--- config.mk ---
export PLATFORM = sky130hd
export DESIGN_NAME = comb_equiv_sweeper_flat
export DESIGN_NICKNAME = d
export VERILOG_FILES = /design/src/rtl/comb_equiv_sweeper_if.sv /design/src/rtl/comb_equiv_sweeper.sv /design/src/flat_wrapper.sv
export SDC_FILE = /design/constraint.sdc
export NUM_CORES = 1
export LEC_CHECK = 0
export ABC_CLOCK_PERIOD_IN_PS = 1570
export CAP_MARGIN = 15
export CORE_ASPECT_RATIO = 0.9
export CORE_UTILIZATION = 55
export DETAILED_ROUTE_END_ITERATION = 8
export DONT_BUFFER_PORTS = 1
export PLACE_DENSITY = 0.8
export SLEW_MARGIN = 20
export SYNTH_ARGS = -nofsm -noshare
export SYNTH_HDL_FRONTEND = slang
export SYNTH_SLANG_ARGS = --single-unit
--- constraint.sdc ---
create_clock -name clk -period 1.57 [get_ports clk]
set_input_delay 0.2355 -clock clk [delete_from_list [all_inputs] [get_ports clk]]
set_output_delay 0.2355 -clock clk [all_outputs]
set_load 0.005 [all_outputs]
--- src/rtl/comb_equiv_sweeper_if.sv ---
// Bundle between the equivalence sweeper and its environment: stimulus
// vector out to the implementations, their outputs back, plus control and
// verdict signals.
interface comb_equiv_sweeper_if #(
    parameter int IN_W    = 4,
    parameter int NUM_IMP = 4
);
    logic                start;
    logic [IN_W-1:0]     vec;
    logic [NUM_IMP-1:0]  dut_out;
    logic                busy;
    logic                done;
    logic                pass;
    logic [IN_W:0]       mismatch_cnt;
    logic                fail_valid;
    logic [IN_W-1:0]     first_fail_vec;
    logic [NUM_IMP-1:0]  first_fail_bits;

    // Sweeper side.
    modport master (
        input  start, dut_out,
        output vec, busy, done, pass, mismatch_cnt,
               fail_valid, first_fail_vec, first_fail_bits
    );

    // Environment side: drives start and the implementation outputs.
    modport slave (
        output start, dut_out,
        input  vec, busy, done, pass, mismatch_cnt,
               fail_valid, first_fail_vec, first_fail_bits
    );
endinterface

--- src/rtl/comb_equiv_sweeper.sv ---
// Exhaustive-sweep equivalence checker. Walks vec from 0 to all-ones,
// holds each vector HOLD cycles, and on the last cycle of the hold window
// compares every implementation channel against channel 0.
//
// state | meaning
// ------+--------------------------------------------------------------
// IDLE  | after reset, waiting for start
// DRIVE | sweeping; vec presented, hold_cnt counts the settle window
// DONE  | verdict valid and held; start restarts the sweep
module comb_equiv_sweeper #(
    parameter int IN_W         = 4,
    parameter int NUM_IMP      = 4,
    parameter int HOLD         = 5,
    parameter int STOP_ON_FAIL = 0
) (
    input  logic                 clk,
    input  logic                 rst_n,
    comb_equiv_sweeper_if.master bus
);
    localparam int HW = (HOLD > 1) ? $clog2(HOLD) : 1;
    localparam logic [HW-1:0] HOLD_LAST = HW'(HOLD - 1);

    typedef enum logic [1:0] {IDLE, DRIVE, DONE} state_t;

    state_t              state_q, state_d;
    logic [IN_W-1:0]     vec_q;
    logic [HW-1:0]       hold_cnt;
    logic                busy_q, done_q, pass_q, fv_q;
    logic [IN_W:0]       cnt_q, cnt_next;
    logic [IN_W-1:0]     fvec_q;
    logic [NUM_IMP-1:0]  fbits_q, diff;
    logic                mismatch, cmp_edge, finish, start_sweep;

    // Compare decode and next-state selection.
    always_comb begin
        state_d     = state_q;
        diff        = bus.dut_out ^ {NUM_IMP{bus.dut_out[0]}};
        mismatch    = |diff;
        cmp_edge    = (state_q == DRIVE) && (hold_cnt == HOLD_LAST);
        finish      = cmp_edge &&
                      ((&vec_q) || ((STOP_ON_FAIL != 0) && mismatch));
        cnt_next    = mismatch ? cnt_q + (IN_W+1)'(1) : cnt_q;
        start_sweep = (state_q != DRIVE) && bus.start;
        case (state_q)
            IDLE:    if (bus.start) state_d = DRIVE;
            DRIVE:   if (finish)    state_d = DONE;
            DONE:    if (bus.start) state_d = DRIVE;
            default: state_d = IDLE;
        endcase
    end

    // State register.
    always_ff @(posedge clk or negedge rst_n) begin
        if (!rst_n) state_q <= IDLE;
        else        state_q <= state_d;
    end

    // Sweep datapath: vector/hold counters and verdict statistics.
    always_ff @(posedge clk or negedge rst_n) begin
        if (!rst_n) begin
            vec_q    <= '0;
            hold_cnt <= '0;
            busy_q   <= 1'b0;
            done_q   <= 1'b0;
            pass_q   <= 1'b0;
            cnt_q    <= '0;
            fv_q     <= 1'b0;
            fvec_q   <= '0;
            fbits_q  <= '0;
        end else if (start_sweep) begin
            vec_q    <= '0;
            hold_cnt <= '0;
            busy_q   <= 1'b1;
            done_q   <= 1'b0;
            pass_q   <= 1'b0;
            cnt_q    <= '0;
            fv_q     <= 1'b0;
            fvec_q   <= '0;
            fbits_q  <= '0;
        end else if (state_q == DRIVE) begin
            if (cmp_edge) begin
                hold_cnt <= '0;
                cnt_q    <= cnt_next;
                if (mismatch && !fv_q) begin
                    fv_q    <= 1'b1;
                    fvec_q  <= vec_q;
                    fbits_q <= diff;
                end
                if (finish) begin
                    busy_q <= 1'b0;
                    done_q <= 1'b1;
                    pass_q <= (cnt_next == '0);
                end else begin
                    vec_q <= vec_q + IN_W'(1);
                end
            end else begin
                hold_cnt <= hold_cnt + HW'(1);
            end
        end
    end

    assign bus.vec             = vec_q;
    assign bus.busy            = busy_q;
    assign bus.done            = done_q;
    assign bus.pass            = pass_q;
    assign bus.mismatch_cnt    = cnt_q;
    assign bus.fail_valid      = fv_q;
    assign bus.first_fail_vec  = fvec_q;
    assign bus.first_fail_bits = fbits_q;
endmodule
--- src/flat_wrapper.sv ---
// flat-port wrapper written by rule: the top's interface ports become plain ports
module comb_equiv_sweeper_flat 
#(
    parameter int IN_W         = 4,
    parameter int NUM_IMP      = 4,
    parameter int HOLD         = 5,
    parameter int STOP_ON_FAIL = 0
)
  (clk, rst_n, bus_start, bus_dut_out, bus_vec, bus_busy, bus_done, bus_pass, bus_mismatch_cnt, bus_fail_valid, bus_first_fail_vec, bus_first_fail_bits);
  comb_equiv_sweeper_if #(.IN_W(IN_W), .NUM_IMP(NUM_IMP)) bus_i ();
  input  logic clk;
  input  logic rst_n;
  input wire logic [$bits(bus_i.start)-1:0] bus_start;
  input wire logic [$bits(bus_i.dut_out)-1:0] bus_dut_out;
  output wire logic [$bits(bus_i.vec)-1:0] bus_vec;
  output wire logic [$bits(bus_i.busy)-1:0] bus_busy;
  output wire logic [$bits(bus_i.done)-1:0] bus_done;
  output wire logic [$bits(bus_i.pass)-1:0] bus_pass;
  output wire logic [$bits(bus_i.mismatch_cnt)-1:0] bus_mismatch_cnt;
  output wire logic [$bits(bus_i.fail_valid)-1:0] bus_fail_valid;
  output wire logic [$bits(bus_i.first_fail_vec)-1:0] bus_first_fail_vec;
  output wire logic [$bits(bus_i.first_fail_bits)-1:0] bus_first_fail_bits;
  assign bus_i.start = bus_start;
  assign bus_i.dut_out = bus_dut_out;
  assign bus_vec = bus_i.vec;
  assign bus_busy = bus_i.busy;
  assign bus_done = bus_i.done;
  assign bus_pass = bus_i.pass;
  assign bus_mismatch_cnt = bus_i.mismatch_cnt;
  assign bus_fail_valid = bus_i.fail_valid;
  assign bus_first_fail_vec = bus_i.first_fail_vec;
  assign bus_first_fail_bits = bus_i.first_fail_bits;
  comb_equiv_sweeper #(.IN_W(IN_W), .NUM_IMP(NUM_IMP), .HOLD(HOLD), .STOP_ON_FAIL(STOP_ON_FAIL)) u_core (.clk(clk), .rst_n(rst_n), .bus(bus_i));
endmodule
==> metrics.yaml <==
status: "finished, final reports clean"
synth_area_um2: 1270
ioPinCount: 28
cap_violations: 0
hold_viol: 0
hold-path-endpoint: "u_core.state_q[0]"
synth.area.top_cells: "dfrtp_1 (49%), o21ai_0 (6.7%), nand3_1 (4.7%)"
rrSetupSlack_ns: 0.07
clock_skew_ns: 0.00351
gp_congestion: 0.753
setup_violations: 0
n_antenna_cell: 0
power_mw: 2.46
path_class: "flop to flop"
die_area_um2: 2510
cts_buffers: 3
vdd_ir_drop_max_uv: 962
synth_edf_count: 0
initial_core_util: 0.584
leakage_nw: 0.669
cts_setup_buffers: 0
antenna_left: 0
r2r-start: "u_core.bus.mismatch_cnt[0]"
fin_crit_sh: 0.956
dp.cells: 173
area_growth_pct: 15.7
syn_nets: 150
stdcell_count: 180
crit_fanout: 3
drt_iter0_markers: 27
final_util: 0.676
grt_pass1_wl_um: 4180
reg2reg_depth: 6
yosys.cell_types.count: 33
synth_top_area_cell: "dfrtp_1"
grt_use_met1: 0.276
yosysTopAreaCellShare: 0.491
yosysWarnings: 0
dp_hpwl_um: 2050
clock_latency_ns: 0.32
core_um2: 2180
rows: 16
root_buffer: "clkbuf_4"
gr-total-overflow: 0
grtUsageMet2: 0.418
worstHoldPathType: "input pin to flop"
reg2reg_to: "u_core.bus.pass"
nets: 165
die_h_um: 47.7
worstPathRequired_ns: 1.80
drc: 0
wl_per_cell_um: 15.9
dr.pass1.iters: 5
rsz0062_at_grt: "yes"
start_kind: "flop"
drive_gt1_frac: 0.183
grt_max_degree: 26
busiest_layer: "met2"
wirelength_um: 2870
antenna_found_initial: 0
syn-instance-count: 139
grtUsageTotal: 0.231
cts_sinks: 25
seq_area_frac_synth: 0.491
grt_use_met3: 0.0413
slew_viol_final: 0
fmax_mhz: 666
p_per_area_nw_per_um2: 1670
io_buffers: 0
ys_seq_elements: 25
hp-start: "bus_start"
end_kind: "flop"
synthArstFlopShare: 1.00
holdPathStages: 2
clockBufferDepth: 2
htree_levels: 1
synth.most_common_cell: "dfrtp_1"
clkTransAtPathRegs_ns: 0.14
viasPerCell: 6.04
synth_ff_type: "dfrtp_1"
cts_tree: "yes"
syn_avg_cell_area_um2: 9.17
period_needed_ns: 1.50
arrival_ns: 1.73
synth_common_cells: "dfrtp_1 (25), o21ai_0 (17), nand2_1 (15), nand3_1 (12), nor2_1 (12)"
num_vias: 1087
grt_pass1_vias: 1033
dieWidth_um: 52.8
==> where the power goes <==
part	switching (mW)	internal [mW]
Clock	0.198	0.0993
Combinational	0.556	0.476
Sequential	0.247	0.886
Total	1.00	1.46
==> per-stage QoR <==
step	area [um^2]	setup WS [ns]	hold WS (ns)	setup TNS, ns
3_3_place_gp	1370	-0.0294	-0.0595	-0.0294
2_1_floorplan	1300	-0.193	-0.0601	-0.267
5_1_grt	1480	-0.0332	0.102	-0.0485
3_5_place_dp	1370	-0.0833	-0.0596	-0.103
4_1_cts	1440	0.000107	0.0996	0
6_report	1480	0.0686	0.0865	0
==> logic make-up (layout without fill, tap and decap cells) <==
kind of cell / after synthesis / count (layout) / synth area share
other: 1 / 1 / 0.00294
muxes: 1 / 1 / 0.0118
AOI/OAI and AO/OA: 36 / 36 / 0.164
adders and majority gates: 4 / 4 / 0.0393
buffers and inverters: 12 / 26 / 0.0442
DFF: 25 / 25 / 0.491
xor gates and xnor gates: 6 / 6 / 0.0412
and+or+nand+nor: 54 / 54 / 0.206
==> worst max path at each step <==
stage / start / endpoint / slack, ns / cells after the start
floorplan: bus_dut_out[0] / u_core.bus.pass / -0.19 / 6
global placement: bus_dut_out[0] / u_core.bus.pass / -0.03 / 5
detailed placement: bus_dut_out[0] / u_core.bus.pass / -0.08 / 5
CTS: u_core.bus.mismatch_cnt[0] / u_core.bus.mismatch_cnt[1] / 0.0001 / 6
global route: u_core.hold_cnt[1] / u_core.bus.mismatch_cnt[2] / -0.03 / 6
finish: u_core.bus.mismatch_cnt[0] / u_core.bus.pass / 0.07 / 6
==> what timing repair did <==
| action | 4_1_cts | 5_1_grt |
|---|---|---|
| resized for setup | 2 | 7 |
| hold buffers | 3 | 0 |
| endpoints found under the setup margin | 4 | 10 |
| endpoints found under the hold margin | 26 | 0 |
==> critical path, cell delays in order (launching register included) <==
cell and delay (ns):
dfrtp_1 0.43, ha_4 0.29, inv_1 0.04, o221a_2 0.26, o21ai_2 0.13, a21oi_1 0.06
a31o_1 0.20
==> cell usage in the layout, fill, tap and decap left out, drive strengths merged, types with 2 or more instances in the layout <==
cell type and n:
ha 4, dfrtp 25, a21oi 10, clkbuf 4, nand2 15, o21ai 17
nor2 12, and3 2, nand3 12, inv 8, nor3 3, dlygate4sd3 2
or3 4, a31o 2, xnor2 5, buf 12, a21o 2, nand4 2
==> layer usage <==
layer / vias up / routed length (um)
met2: 38 / 1470
li1: 512 / -
met4: 0 / 42
met1: 531 / 1200
met3: 6 / 156
met5: - / 0
==> sequential cells by signal, summed over array words and instances (netlist names) <==
signal,flops
u_core.bus.busy,1
u_core.bus.pass,1
u_core.bus.fail_valid,1
u_core.bus.done,1
u_core.bus.mismatch_cnt,5
u_core.bus.first_fail_vec,4
u_core.state_q,2
u_core.bus.vec,4
u_core.bus.first_fail_bits,3
u_core.hold_cnt,3
==> final cells by class <==
type,instances,area (um^2)
Clock buffer,4,26.3
Fill cell,166,707
Inverter,8,30.0
Multi-Input combinational cell,102,637
Sequential cell,25,626
Tap cell,27,33.8
Timing Repair Buffer,14,123
No activity file was read; power rests on OpenSTA's default activity.
